--- config.mk ---
export PLATFORM = sky130hd
export DESIGN_NAME = mac_jtag_wrapper_flat
export DESIGN_NICKNAME = d
export VERILOG_FILES = /design/src/rtl/mac_jtag_pkg.sv /design/src/rtl/mac_jtag_if.sv /design/src/rtl/jtag_tap_fsm.sv /design/src/rtl/mac_jtag_wrapper.sv /design/src/flat_wrapper.sv
export SDC_FILE = /design/constraint.sdc
export NUM_CORES = 1
export LEC_CHECK = 0
export BUFFER_PORTS_ARGS = -buffer_cell sky130_fd_sc_hd__buf_4
export CAP_MARGIN = 20
export CORE_ASPECT_RATIO = 1.5
export CORE_MARGIN = 2
export CORE_UTILIZATION = 30
export DETAILED_ROUTE_END_ITERATION = 10
export GPL_TIMING_DRIVEN = 0
export SKIP_CTS_REPAIR_TIMING = 1
export SYNTH_ARGS = -nofsm -noshare
export SYNTH_HDL_FRONTEND = slang
export SYNTH_SLANG_ARGS = --single-unit
--- constraint.sdc ---
create_clock -name TCK -period 3.9 [get_ports TCK]
set_input_delay 0 -clock TCK [delete_from_list [all_inputs] [get_ports TCK]]
set_output_delay 0 -clock TCK [all_outputs]
set_load 0.005 [all_outputs]
--- src/rtl/mac_jtag_pkg.sv ---
// Shared types and constants for the MAC core JTAG wrapper: TAP states, opcodes,
// widths, and the TAP next-state function.
package mac_jtag_pkg;

  localparam logic [31:0] IDCODE_DEFAULT = 32'hF00ED093;
  localparam int IR_W    = 4;
  localparam int AB_W    = 8;
  localparam int Z_W     = 24;
  localparam int BSR_LEN = 64;

  localparam logic [IR_W-1:0] IR_CAPTURE = 4'b0001;
  localparam logic [IR_W-1:0] OP_EXTEST  = 4'b0000;
  localparam logic [IR_W-1:0] OP_IDCODE  = 4'b0001;
  localparam logic [IR_W-1:0] OP_SAMPLE  = 4'b0010;
  localparam logic [IR_W-1:0] OP_BYPASS  = 4'b1111;

  typedef enum logic [3:0] {
    TLR, RTI,
    SEL_DR, CAP_DR, SHIFT_DR, EXIT1_DR, PAUSE_DR, EXIT2_DR, UPD_DR,
    SEL_IR, CAP_IR, SHIFT_IR, EXIT1_IR, PAUSE_IR, EXIT2_IR, UPD_IR
  } tap_state_e;

  typedef enum logic [1:0] {
    DR_BYPASS = 2'd0,
    DR_IDCODE = 2'd1,
    DR_BSR    = 2'd2
  } dr_sel_e;

  function automatic tap_state_e tap_next(input tap_state_e s, input logic tms);
    tap_state_e n;
    case (s)
      TLR:      n = tms ? TLR      : RTI;
      RTI:      n = tms ? SEL_DR   : RTI;
      SEL_DR:   n = tms ? SEL_IR   : CAP_DR;
      CAP_DR:   n = tms ? EXIT1_DR : SHIFT_DR;
      SHIFT_DR: n = tms ? EXIT1_DR : SHIFT_DR;
      EXIT1_DR: n = tms ? UPD_DR   : PAUSE_DR;
      PAUSE_DR: n = tms ? EXIT2_DR : PAUSE_DR;
      EXIT2_DR: n = tms ? UPD_DR   : SHIFT_DR;
      UPD_DR:   n = tms ? SEL_DR   : RTI;
      SEL_IR:   n = tms ? TLR      : CAP_IR;
      CAP_IR:   n = tms ? EXIT1_IR : SHIFT_IR;
      SHIFT_IR: n = tms ? EXIT1_IR : SHIFT_IR;
      EXIT1_IR: n = tms ? UPD_IR   : PAUSE_IR;
      PAUSE_IR: n = tms ? EXIT2_IR : PAUSE_IR;
      EXIT2_IR: n = tms ? UPD_IR   : SHIFT_IR;
      UPD_IR:   n = tms ? SEL_DR   : RTI;
      default:  n = TLR;
    endcase
    return n;
  endfunction

endpackage

--- src/rtl/mac_jtag_if.sv ---
// Test-port and MAC data signals of the wrapper; master drives stimulus, slave is the wrapper.
interface mac_jtag_if;
  import mac_jtag_pkg::*;

  logic            TMS;
  logic            TDI;
  logic            TDO;
  logic [AB_W-1:0] a;
  logic [AB_W-1:0] b;
  logic [Z_W-1:0]  c;
  logic [Z_W-1:0]  z;

  modport master (output TMS, TDI, a, b, c, input TDO, z);
  modport slave  (input TMS, TDI, a, b, c, output TDO, z);
endinterface

--- src/rtl/jtag_tap_fsm.sv ---
// IEEE 1149.1 TAP controller: state register, instruction register and registered
// per-state strobes (each strobe is high while the TAP sits in that state).
module jtag_tap_fsm
  import mac_jtag_pkg::*;
(
  input  logic            tck,
  input  logic            reset,
  input  logic            tms,
  input  logic            tdi,
  output logic [IR_W-1:0] ir_r,
  output logic            ir_lsb_s,
  output logic            tlr_r,
  output logic            capture_dr_r,
  output logic            shift_dr_r,
  output logic            update_dr_r,
  output logic            shift_ir_r
);

  tap_state_e      state_r;
  tap_state_e      nxt_s;
  logic [IR_W-1:0] ir_sr_r;

  assign nxt_s    = tap_next(state_r, tms);
  assign ir_lsb_s = ir_sr_r[0];

  // TAP state walk, strobe registers and IR capture/shift/update
  always_ff @(posedge tck) begin
    if (reset) begin
      state_r      <= TLR;
      ir_r         <= OP_IDCODE;
      ir_sr_r      <= IR_CAPTURE;
      tlr_r        <= 1'b1;
      capture_dr_r <= 1'b0;
      shift_dr_r   <= 1'b0;
      update_dr_r  <= 1'b0;
      shift_ir_r   <= 1'b0;
    end else begin
      state_r      <= nxt_s;
      tlr_r        <= (nxt_s == TLR);
      capture_dr_r <= (nxt_s == CAP_DR);
      shift_dr_r   <= (nxt_s == SHIFT_DR);
      update_dr_r  <= (nxt_s == UPD_DR);
      shift_ir_r   <= (nxt_s == SHIFT_IR);
      if (state_r == TLR) begin
        ir_r <= OP_IDCODE;
      end else if (state_r == UPD_IR) begin
        ir_r <= ir_sr_r;
      end
      if (state_r == CAP_IR) begin
        ir_sr_r <= IR_CAPTURE;
      end else if (state_r == SHIFT_IR) begin
        ir_sr_r <= {tdi, ir_sr_r[IR_W-1:1]};
      end
    end
  end

endmodule

--- src/rtl/mac_jtag_wrapper.sv ---
// MAC core (z = a*b + c mod 2^24) behind a JTAG TAP with IDCODE, BYPASS and,
// when BSCAN_EN is defined, a 64-cell boundary register with SAMPLE/PRELOAD and EXTEST.
module mac_jtag_wrapper
  import mac_jtag_pkg::*;
#(
  parameter logic [31:0] IDCODE = IDCODE_DEFAULT
) (
  input logic       TCK,
  input logic       reset,
  mac_jtag_if.slave jif
);

  logic [IR_W-1:0] ir_s;
  logic            ir_lsb_s;
  logic            tlr_s;
  logic            capture_dr_s;
  logic            shift_dr_s;
  logic            update_dr_s;
  logic            shift_ir_s;
  dr_sel_e         dr_sel_s;
  logic [31:0]     idcode_sr_r;
  logic            bypass_r;
  logic            bsr_lsb_s;
  logic            dr_lsb_s;
  logic            tdo_r;
  logic [AB_W-1:0] core_a_s;
  logic [AB_W-1:0] core_b_s;
  logic [Z_W-1:0]  core_c_s;
  logic [Z_W-1:0]  core_z_s;

  function automatic dr_sel_e decode_dr(input logic [IR_W-1:0] ir);
    dr_sel_e sel;
    case (ir)
      OP_IDCODE: sel = DR_IDCODE;
`ifdef BSCAN_EN
      OP_EXTEST, OP_SAMPLE: sel = DR_BSR;
`endif
      default:   sel = DR_BYPASS;
    endcase
    return sel;
  endfunction

  jtag_tap_fsm u_tap (
    .tck          (TCK),
    .reset        (reset),
    .tms          (jif.TMS),
    .tdi          (jif.TDI),
    .ir_r         (ir_s),
    .ir_lsb_s     (ir_lsb_s),
    .tlr_r        (tlr_s),
    .capture_dr_r (capture_dr_s),
    .shift_dr_r   (shift_dr_s),
    .update_dr_r  (update_dr_s),
    .shift_ir_r   (shift_ir_s)
  );

  assign dr_sel_s = decode_dr(ir_s);
  assign core_z_s = Z_W'(core_a_s) * Z_W'(core_b_s) + core_c_s;

  // IDCODE and BYPASS data registers
  always_ff @(posedge TCK) begin
    if (reset) begin
      idcode_sr_r <= IDCODE;
      bypass_r    <= 1'b0;
    end else begin
      if (capture_dr_s && dr_sel_s == DR_IDCODE) begin
        idcode_sr_r <= IDCODE;
      end else if (shift_dr_s && dr_sel_s == DR_IDCODE) begin
        idcode_sr_r <= {jif.TDI, idcode_sr_r[31:1]};
      end
      if (capture_dr_s && dr_sel_s == DR_BYPASS) begin
        bypass_r <= 1'b0;
      end else if (shift_dr_s && dr_sel_s == DR_BYPASS) begin
        bypass_r <= jif.TDI;
      end
    end
  end

`ifdef BSCAN_EN
  logic [BSR_LEN-1:0] bsr_r;
  logic [BSR_LEN-1:0] bupd_r;
  logic               extest_s;

  assign extest_s  = (ir_s == OP_EXTEST);
  assign bsr_lsb_s = bsr_r[0];

  // Boundary capture/shift chain and its update latch (cleared in Test-Logic-Reset)
  always_ff @(posedge TCK) begin
    if (reset) begin
      bsr_r  <= {BSR_LEN{1'b0}};
      bupd_r <= {BSR_LEN{1'b0}};
    end else begin
      if (capture_dr_s && dr_sel_s == DR_BSR) begin
        bsr_r <= {core_z_s, jif.c, jif.b, jif.a};
      end else if (shift_dr_s && dr_sel_s == DR_BSR) begin
        bsr_r <= {jif.TDI, bsr_r[BSR_LEN-1:1]};
      end
      if (tlr_s) begin
        bupd_r <= {BSR_LEN{1'b0}};
      end else if (update_dr_s && dr_sel_s == DR_BSR) begin
        bupd_r <= bsr_r;
      end
    end
  end

  // Under EXTEST the core and the z pins are isolated from the functional pins
  always_comb begin
    core_a_s = jif.a;
    core_b_s = jif.b;
    core_c_s = jif.c;
    jif.z    = core_z_s;
    if (extest_s) begin
      core_a_s = bupd_r[7:0];
      core_b_s = bupd_r[15:8];
      core_c_s = bupd_r[39:16];
      jif.z    = bupd_r[63:40];
    end else begin
      jif.z    = core_z_s;
    end
  end
`else
  logic unused_bscan_s;

  assign unused_bscan_s = tlr_s ^ update_dr_s;
  assign bsr_lsb_s      = 1'b0;
  assign core_a_s       = jif.a;
  assign core_b_s       = jif.b;
  assign core_c_s       = jif.c;
  assign jif.z          = core_z_s;
`endif

  // Serial output of the selected data register
  always_comb begin
    case (dr_sel_s)
      DR_IDCODE: dr_lsb_s = idcode_sr_r[0];
      DR_BSR:    dr_lsb_s = bsr_lsb_s;
      default:   dr_lsb_s = bypass_r;
    endcase
  end

  // TDO changes on the falling edge so it is stable at the next rising edge
  always_ff @(negedge TCK) begin
    if (shift_dr_s) begin
      tdo_r <= dr_lsb_s;
    end else if (shift_ir_s) begin
      tdo_r <= ir_lsb_s;
    end else begin
      tdo_r <= 1'b0;
    end
  end

  assign jif.TDO = tdo_r;

endmodule

--- src/flat_wrapper.sv ---
// flat-port wrapper written by rule: the top's interface ports become plain ports
module mac_jtag_wrapper_flat import mac_jtag_pkg::*;
#(
  parameter logic [31:0] IDCODE = IDCODE_DEFAULT
)
  (TCK, reset, jif_TMS, jif_TDI, jif_a, jif_b, jif_c, jif_TDO, jif_z);
  mac_jtag_if jif_i ();
  input logic TCK;
  input logic reset;
  input wire logic [$bits(jif_i.TMS)-1:0] jif_TMS;
  input wire logic [$bits(jif_i.TDI)-1:0] jif_TDI;
  input wire logic [$bits(jif_i.a)-1:0] jif_a;
  input wire logic [$bits(jif_i.b)-1:0] jif_b;
  input wire logic [$bits(jif_i.c)-1:0] jif_c;
  output wire logic [$bits(jif_i.TDO)-1:0] jif_TDO;
  output wire logic [$bits(jif_i.z)-1:0] jif_z;
  assign jif_i.TMS = jif_TMS;
  assign jif_i.TDI = jif_TDI;
  assign jif_i.a = jif_a;
  assign jif_i.b = jif_b;
  assign jif_i.c = jif_c;
  assign jif_TDO = jif_i.TDO;
  assign jif_z = jif_i.z;
  mac_jtag_wrapper #(.IDCODE(IDCODE)) u_core (.TCK(TCK), .reset(reset), .jif(jif_i));
endmodule
==> metrics.yaml, run 1 <==
status:
  status: "finished, violations left"
  violations: "negative setup slack"
sta:
  postLayoutSetupSlackWorst_ps: -54.0
  clock_skew_ps: 70.5
  max_freq_mhz: 253
  report.final.hold_viol_count: 0
  max_slew_margin_pct: 51.1
  rsz0062_at_grt: "true"
  finalSetupTns_ps: -232
  drv_slew: 0
  worstMarginPinSlew_ps: 724
  fin_hold_ws_ps: 135
  fin_crit_sh_pct: 101
  setup-violations-final: 6
  fin_crit_ps: 3950
critical_path:
  required_ps: 3900
  worst_setup_path_start_kind: "primary input"
  r2r-start: "u_core.u_tap.ir_r[3]"
  critPathCaptureType: "output port"
  reg2reg_slack_ps: 410
  reg2reg_depth: 4
  worstPathArrival_ps: 3950
  crit_fanout: 8
  r2r-end: "u_core.jif.TDO"
  worstSetupPathType: "in2out"
routing:
  top_layer: "met4"
  drt_iter0_markers: 109
  viasPerCell: 4.74
  met2WireLength_um: 6020
  drc: 0
  vias: 4266
  wl_met1_um: 4510
  wirelength_um: 11100
  routed-wl-met3_um: 388
  dr.pass1.iters: 4
  wl_per_cell_um: 12.3
  ant_nets: 0
clocking:
  h-tree-depth: 2
  cts.sinks: 49
  cts_made_buffers: 5
  cts_root_buf: "clkbuf_16"
  clk_latency_ps: 350
  cts_buffer_depth: 2
  tritoncts: "yes"
  clk_pin_slew_ps: 60
power_and_ir_drop:
  vdd_ir_drop_max_v: 0.000745
  intPower_uw: 2140
  power.switching_uw: 1580
  clkPwrFrac_pct: 10.8
  power_per_cell_area_mw_per_mm2: 596
  netSwitchingFraction_pct: 42.4
  comb_power_share_pct: 75.4
  leakagePower_uw: 0.00286
  p_total_uw: 3720
  p_seq_share_pct: 13.7
final_layout:
  ff_latch_area_um2: 981
  layout.nets: 832
  drive_gt1_share_pct: 24.1
  area_growth_pct: 29.8
  layout_commonest_cell: "nand2_1"
  n_antenna_cell: 0
  layout.cells.non_filler: 900
  fill_cells: 1651
  final_cell_mix: "nand2_1 (113), inv_1 (100), buf_4 (69)"
  multi_input_area_mm2: 0.00365
floorplan:
  num_io_pins: 69
  std_cell_rows: 56
  die_h_um: 159
  initial_utilization_pct: 30.6
  dieArea_mm2: 0.0171
  die_w_um: 107
  core_mm2: 0.0157
grt:
  grt_pass1_wl_um: 18600
  first_global_vias: 4160
  gr-total-overflow: 0
  grt_max_degree: 15
  grtUsageTotal_pct: 12.9
  antenna_found_initial: 0
run:
  maxCapViolations: 0
hold_path:
  hold_depth: 3
  min_from: "jif_TMS"
  hold_path_end: "u_core.u_tap.shift_dr_r"
  hp-class: "in2reg"
synthesis:
  yosys_warnings: 0
  netlist_instances: 609
  syn_avg_cell_area_um2: 7.89
  synthArstFlopShare_pct: 0
  synth-seq-cells: 49
  synth.largest_area_cell: "fa_1"
  syn_area_mm2: 0.00481
  synth_area_leaders: "fa_1 (21%), dfxtp_1 (20%), ha_1 (11%)"
  synth_fp_nets: 744
  synth_edf_count: 0
  synthDistinctLibCells: 50
  yosysSeqAreaShare_pct: 20.4
  synthDominantCellAreaShare_pct: 20.8
  synthFlopType: "dfxtp_1"
place:
  dp_cells: 877
  dp_hpwl_um: 8640
  port_buffers: 65
  dp_slack_ps: -571
  gp_congestion: 0.825
-- per-layer routing --
metal | vias to the layer above | track usage, %
li1 | 2130 | -
met1 | 2030 | 15.3
met2 | 92 | 24.4
met3 | 14 | 1.72
met4 | 0 | 2.74
met5 | - | 0
-- cell usage after synthesis, types with 3 or more instances --
library cell and number:
or4_1 3, nor3_1 6, clkbuf_1 16, nand2_1 126, and3_1 3, nor2_1 11, nand3_1 24, nor4_1 3
buf_2 3, inv_1 111, ha_1 41, o21ai_0 11, nand4_1 7, a21oi_1 47, a31oi_1 3, and2_1 35
dfxtp_1 49, xor2_1 7, fa_1 50, a221oi_1 3, o22ai_1 3, a2111oi_0 3, xnor2_1 9
-- how the worst max path moves through the flow --
| stage | startpoint | to | slack, ps | depth (start not counted) |
|---|---|---|---|---|
| floorplan | jif_a[6] | jif_z[16] | 3 | 14 |
| global placement | jif_a[1] | jif_z[22] | -570 | 16 |
| detailed placement | jif_a[1] | jif_z[20] | -570 | 16 |
| CTS | jif_a[1] | jif_z[22] | -600 | 16 |
| global route | jif_a[5] | jif_z[20] | -240 | 16 |
| finish | jif_a[4] | jif_z[23] | -50 | 15 |
-- power groups by stage --
stage / sequential (µW) / combinational, µW / clock (µW)
floorplan: 521 / 1320 / 3.21
global placement: 522 / 2060 / 3.21
detailed placement: 522 / 2070 / 3.21
CTS: 511 / 2090 / 418
global route: 511 / 3090 / 437
finish: 511 / 2800 / 403
-- final cells by class --
class,count,area share (%)
plain buffers,21,1.82
clock buffers,5,2.01
well taps,203,4.07
repair buffers,81,10.9
inverters,110,6.62
clock inverters,3,0.241
flip-flops and latches,49,15.7
multi-input cells,428,58.6
-- per-stage QoR --
stage,cell area [µm²],utilization (%)
detailed placement,5580,35.5
global route,6240,39.8
global placement,5580,35.5
CTS,5720,36.4
finish,6240,39.8
floorplan,4840,-
-- registers in the layout (all words and copies together) (netlist names) --
signal / cells
u_core.jif.TDO: 1
u_core.u_tap.ir_sr_r: 4
u_core.u_tap.shift_dr_r: 1
u_core.u_tap.ir_r: 4
u_core.idcode_sr_r: 32
u_core.u_tap.capture_dr_r: 1
u_core.bypass_r: 1
u_core.u_tap.shift_ir_r: 1
u_core.u_tap.state_r: 4
-- logic make-up (layout without fill, tap and decap cells) --
family / Yosys count / after routing / synth area share [%]
buffers and inverters: 132 / 220 / 10.5
adders and majority gates: 91 / 91 / 31.5
AOI/OAI and AO/OA: 91 / 91 / 12.0
xor gates and xnor gates: 16 / 16 / 2.92
and+or+nand+nor: 229 / 229 / 22.4
muxes: 1 / 1 / 0.234
DFF: 49 / 49 / 20.4
-- worst max-delay path, cell delays in order --
cell and delay (ps):
buf_8 110, and2_4 160, fa_2 390, fa_1 520, fa_1 580, inv_2 40, fa_1 480, inv_2 40
ha_4 290, nand2_4 70, o31ai_4 390, a21oi_4 140, or4_1 530, nand4_1 90, buf_4 110
(Power assumes the default switching activity.)
==> run 2, diff against run 1 <==
--- a/config.mk
+++ b/config.mk
@@ -5,6 +5,7 @@
 export SDC_FILE = /design/constraint.sdc
 export NUM_CORES = 1
 export LEC_CHECK = 0
+export ABC_AREA = 1
 export BUFFER_PORTS_ARGS = -buffer_cell sky130_fd_sc_hd__buf_4
 export CAP_MARGIN = 20
 export CORE_ASPECT_RATIO = 1.5
==> metrics.yaml, run 2 <==
clocking:
  clk_pin_slew_ps: 60  # about the same
  clk_latency_ps: 350  # about the same
  cts_root_buf: "clkbuf_16"
  cts_made_buffers: 5  # unchanged
  tritoncts: "yes"
  cts.sinks: 49  # unchanged
  h-tree-depth: 2  # unchanged
  cts_buffer_depth: 2  # unchanged
power_and_ir_drop:
  vdd_ir_drop_max_v: 0.000441  # -41%
  leakagePower_uw: 0.00343  # +20%
  power_per_cell_area_mw_per_mm2: 524  # -12%
grt:
  antenna_found_initial: 0  # unchanged
  grt.met2_usage_pct: 25.0  # +0.62 points
  use_met1_pct: 15.0  # -0.37 points
  first_global_vias: 4381  # +5.3%
  grt_pass1_wl_um: 19700  # +5.9%
  use_met3_pct: 1.39  # -0.32 points
  grt_max_degree: 15  # unchanged
  top_usage_layer: "met2"
  gr-total-overflow: 0  # unchanged
  grtUsageTotal_pct: 12.8  # -0.15 points
sta:
  worstMarginPinSlew_ps: 433  # -290 ps
  max_slew_margin_pct: 71.1  # +20 points
  report.final.hold_viol_count: 0  # unchanged
  fin_crit_sh_pct: 94.2  # -7.1 points
  drv_slew: 0  # unchanged
  fin_crit_ps: 3680  # -279 ps
  fin_hold_ws_ps: 70.5  # -64.1 ps
  finalSetupTns_ps: 0  # +232 ps
  clock_skew_ps: 68.0  # -2.50 ps
  setup-violations-final: 0  # -6
  max_freq_mhz: 272  # +7.6%
status:
  status: "completed"
synthesis:
  yosys_warnings: 0  # unchanged
  synth-seq-cells: 49  # unchanged
  syn_avg_cell_area_um2: 6.88  # -13%
  synth_edf_count: 0  # unchanged
  synthArstFlopShare_pct: 0  # unchanged
  synthDistinctLibCells: 34  # -32%
  syn_area_mm2: 0.00515  # +7.3%
  netlist_instances: 749  # +23%
  synth_area_leaders: "fa_1 (19%), dfxtp_1 (19%), nand2_1 (18%)"
  synth.largest_area_cell: "fa_1"
  yosysMostFrequentCell: "nand2_1"
  synthFlopType: "dfxtp_1"
  netlist_top_cells_count: "nand2_1 (245), inv_1 (182), fa_1 (50)"
  synth_fp_nets: 884  # +19%
  synthDominantCellAreaShare_pct: 19.4  # -1.4 points
  yosysSeqAreaShare_pct: 19.0  # -1.4 points
run:
  maxCapViolations: 0  # unchanged
routing:
  dr.pass1.iters: 4  # unchanged
  wirelength_um: 11100  # +0.11%
  vias: 4488  # +5.2%
  viasPerCell: 4.40  # -7.2%
  drt_iter0_markers: 129  # +18%
  ant_nets: 0  # unchanged
  drc: 0  # unchanged
  wl_per_cell_um: 10.8  # -12%
floorplan:
  die_w_um: 111  # +3.4%
  core_mm2: 0.0168  # +7.3%
  std_cell_rows: 58  # +3.6%
  die_h_um: 165  # +3.5%
  initial_utilization_pct: 30.6  # about the same
  num_io_pins: 69  # unchanged
  dieArea_mm2: 0.0183  # +7.0%
critical_path:
  required_ps: 3900  # about the same
  worstPathArrival_ps: 3680  # -270 ps
  worst_setup_path_start_kind: "primary input"
  worstSetupPathType: "in2out"
  critPathCaptureType: "output port"
  crit_fanout: 8  # unchanged
final_layout:
  regMostFlops: "u_core.idcode_sr_r"
  n_antenna_cell: 0  # unchanged
  fill_cells: 1856  # +12%
  layout_commonest_cell: "nand2_1"
  layout.nets: 944  # +13%
  layout.cells.non_filler: 1020  # +13%
  drive_gt1_share_pct: 16.0  # -8.1 points
  final_cell_mix: "nand2_1 (239), inv_1 (183), buf_4 (59)"
  area_growth_pct: 19.4
  largest_reg_flops: 32  # unchanged
place:
  dp_cells: 1010  # +15%
  gp_congestion: 0.852  # +3.3%
  dp_hpwl_um: 9350  # +8.3%
  port_buffers: 51  # -22%
hold_path:
  hp-class: "in2reg"
==> run 2: cell types whose count changed after synthesis, sizes merged, moves of 6 or more <==
cell / before / now
o21ai: 13 / 7
nand2: 126 / 256
xnor2: 9 / 1
nor2: 11 / 35
inv: 111 / 186
and2: 36 / 1
a21oi: 48 / 37
==> run 2: routing by layer <==
layer / part of all wire [%] / routed length (µm)
met5: 0 / 0
met2: 53 / 5860
met4: 1.8 / 201
met1: 42 / 4690
met3: 2.8 / 311
==> run 2: report_power, final <==
part / total [µW] / switching (µW) / internal (µW)
registers: 509 / 4.14 / 504
clock network: 465 / 172 / 293
logic: 2250 / 1230 / 1020
==> run 2: cells by family after synthesis <==
family          Yosys count  synth area share [%]
compound gates           53                  5.83
xor+xnor                 13                  2.21
fa+ha+maj                91                  29.4
buf+inv                 212                  16.1
flops                    49                  19.0
simple gates            331                  27.5
==> run 2: final cells by class <==
cell class | instances | area (µm²) | area share, %
well taps | 210 | 263 | 4.27
clock buffers | 7 | 164 | 2.66
flip-flops and latches | 49 | 981 | 15.9
plain buffers | 25 | 179 | 2.91
multi-input cells | 488 | 3460 | 56.2
clock inverters | 2 | 7.51 | 0.122
repair buffers | 53 | 403 | 6.55
inverters | 186 | 699 | 11.4
==> run 2: critical path, cell delays in order <==
cell and delay [ps]:
clkbuf_4 170, nand2_1 80, fa_1 500, inv_1 50, fa_1 530, fa_1 540
inv_1 60, fa_1 530, inv_1 60, ha_4 280, nand2_2 80, inv_1 50
nand2_1 50, nand2_1 70, inv_1 50, nand2_2 80, nand2_1 70, nand2_2 120
xor2_1 170, buf_4 130
==> run 2: through the flow <==
| stage | power, µW | instance area [µm²] | setup slack [ps] | util, % |
|---|---|---|---|---|
| 2_1_floorplan | 1780 | 5150 | 367 | - |
| 3_3_place_gp | 2550 | 5800 | -184 | 34.5 |
| 3_5_place_dp | 2570 | 5800 | -190 | 34.5 |
| 4_1_cts | 3040 | 5970 | -192 | 35.4 |
| 5_1_grt | 3580 | 6150 | -0.623 | 36.5 |
| 6_report | 3220 | 6150 | 225 | 36.5 |
==> run 2: path summary, 6_finish.rpt <==
check                    startpoint                      end  slack [ps]  depth (start not counted)
max                        jif_b[3]                jif_z[18]         220                         20
min                           reset  u_core.u_tap.state_r[3]          70                          2
max reg2reg    u_core.u_tap.ir_r[1]           u_core.jif.TDO         800                          8
min reg2reg  u_core.idcode_sr_r[12]   u_core.idcode_sr_r[11]         460                          2
==> run 3, diff against run 2 <==
--- a/config.mk
+++ b/config.mk
@@ -10,9 +10,10 @@
 export CAP_MARGIN = 20
 export CORE_ASPECT_RATIO = 1.5
 export CORE_MARGIN = 2
-export CORE_UTILIZATION = 30
+export CORE_UTILIZATION = 50
 export DETAILED_ROUTE_END_ITERATION = 10
 export GPL_TIMING_DRIVEN = 0
+export PLACE_DENSITY = 0.73
 export SKIP_CTS_REPAIR_TIMING = 1
 export SYNTH_ARGS = -nofsm -noshare
 export SYNTH_HDL_FRONTEND = slang
==> metrics.yaml, run 3 (synthesis gave the netlist of run 2 again) <==
clocking:
  cts_made_buffers: 5  # unchanged
  tritoncts: "yes"
  cts_root_buf: "clkbuf_16"
  cts.sinks: 49  # unchanged
  cts_buffer_depth: 2  # unchanged
  clk_pin_slew_ps: 60  # about the same
  h-tree-depth: 2  # unchanged
  clk_latency_ps: 350  # about the same
sta:
  drv_slew: 0  # unchanged
  report.final.hold_viol_count: 0  # unchanged
  fin_hold_ws_ps: 53.8  # -16.7 ps
  max_slew_margin_pct: 72.5  # +1.4 points
  fin_crit_ps: 3740  # +64.6 ps
  setup-violations-final: 0  # unchanged
  fin_crit_sh_pct: 95.9  # +1.7 points
  worstMarginPinSlew_ps: 412  # -21.7 ps
  max_freq_mhz: 267  # -1.7%
  clock_skew_ps: 73.9  # +5.92 ps
power_and_ir_drop:
  leakagePower_uw: 0.00341  # -0.48%
  power_per_cell_area_mw_per_mm2: 521  # -0.53%
  vdd_ir_drop_max_v: 0.000338  # -23%
grt:
  gr-total-overflow: 0  # unchanged
  grtUsageTotal_pct: 20.4  # +7.6 points
  antenna_found_initial: 0  # unchanged
  first_global_vias: 4328  # -1.2%
  grt_max_degree: 16  # +1
  grt_pass1_wl_um: 18600  # -5.5%
critical_path:
  critPathCaptureType: "output port"
  cpMaxStageDelayCell: "fa_1"
  crit_fanout: 8  # unchanged
  slowest_delay_ps: 550  # about the same
  crit_top_cell: "inv_1"
  reg2reg_depth: 8  # unchanged
  worstSetupPathType: "in2out"
  worst_setup_path_start_kind: "primary input"
  required_ps: 3900  # about the same
  worstPathArrival_ps: 3740  # +60 ps
  path_cells: "clkbuf_4 -> nand2_1 -> fa_1 -> inv_1 -> fa_1 -> fa_1 -> inv_1 -> fa_1 -> inv_1 -> ha_4 -> nand2_2 -> inv_1 -> nand2_1 -> nand2_1 -> inv_1 -> nand2_2 -> nand2_1 -> nand2_2 -> xor2_1 -> buf_4"
final_layout:
  area_growth_pct: 16.6
  largest_reg_flops: 32  # unchanged
  final_cell_mix: "nand2_1 (239), inv_1 (182), buf_4 (61)"
  layout.nets: 946  # +0.21%
  layout_commonest_cell: "nand2_1"
  fill_cells: 946  # -49%
  regMostFlops: "u_core.idcode_sr_r"
  layout.cells.non_filler: 929  # -8.9%
  drive_gt1_share_pct: 16.3  # +0.21 points
  n_antenna_cell: 0  # unchanged
  final_util_pct: 59.6  # +23 points
floorplan:
  std_cell_rows: 45  # -22%
  num_io_pins: 69  # unchanged
  die_h_um: 128  # -22%
  core_mm2: 0.0101  # -40%
  initial_utilization_pct: 51.1  # +21 points
  die_w_um: 86.9  # -22%
  dieArea_mm2: 0.0112  # -39%
routing:
  drc: 0  # unchanged
  dr.pass1.iters: 5  # +1
  vias: 4561  # +1.6%
  viasPerCell: 4.91  # +12%
  ant_nets: 0  # unchanged
  drt_iter0_markers: 147  # +14%
  wl_per_cell_um: 12.3  # +13%
  wirelength_um: 11400  # +3.0%
hold_path:
  hold_depth: 2  # unchanged
  hp-class: "in2reg"
place:
  port_buffers: 51  # unchanged
  dp_hpwl_um: 9340  # -0.13%
  gp_congestion: 0.880  # +3.2%
  dp_cells: 917  # -9.2%
run:
  maxCapViolations: 0  # unchanged
status:
  status: "completed"
-- run 3: cell count changes in the layout (fill, tap and decap cells not counted), sizes merged --
cell / delta
clkinvlp: +2
clkbuf: -2
inv: -1
buf: +3
-- run 3: final timing paths --
check | startpoint | end | slack [ps]
worst max-delay path | jif_a[6] | jif_z[19] | 160
worst min-delay path | reset | u_core.u_tap.state_r[1] | 50
worst max register to register | u_core.u_tap.ir_r[1] | u_core.jif.TDO | 770
worst min register to register | u_core.idcode_sr_r[21] | u_core.idcode_sr_r[20] | 460
-- run 3: area by class of cell --
cell class | instances | area [µm²] | area share [%]
multi-input cells | 488 | 3440 | 57.3
flip-flops and latches | 49 | 981 | 16.3
inverters | 186 | 699 | 11.6
repair buffers | 55 | 418 | 6.96
plain buffers | 25 | 174 | 2.89
well taps | 117 | 146 | 2.44
clock buffers | 6 | 129 | 2.14
clock inverters | 3 | 18.8 | 0.312
-- run 3: stage by stage --
stage / instance area (µm²) / TNS, ps / power, µW / worst slack [ps]
floorplan: 5150 / 0 / 1780 / 367
global placement: 5680 / -368 / 2450 / -80.9
detailed placement: 5680 / -651 / 2480 / -138
CTS: 5830 / -684 / 2900 / -143
global route: 6010 / -58.6 / 3420 / -50.8
finish: 6010 / 0 / 3130 / 160
-- run 3: power breakdown --
| group | switching (µW) | leakage, µW | internal (µW) | total (µW) |
|---|---|---|---|---|
| Clock | 182 | 0.0000684 | 239 | 421 |
| Combinational | 1180 | 0.00295 | 1020 | 2200 |
| Sequential | 3.99 | 0.000396 | 504 | 508 |
-- run 3: critical path, delay by kind of cell --
family / cells / cell delay, ps
adders and majority gates: 5 / 2400
buffers and inverters: 7 / 590
and+or+nand+nor: 7 / 580
xor gates and xnor gates: 1 / 160
-- run 3: layer usage --
layer	track usage [%]	share of wire [%]	vias to the layer above
met5	0	0	-
met4	6.43	1.8	0
met3	2.57	3.8	17
met2	39.5	57	106
met1	22.4	37	2118
li1	-	-	2320
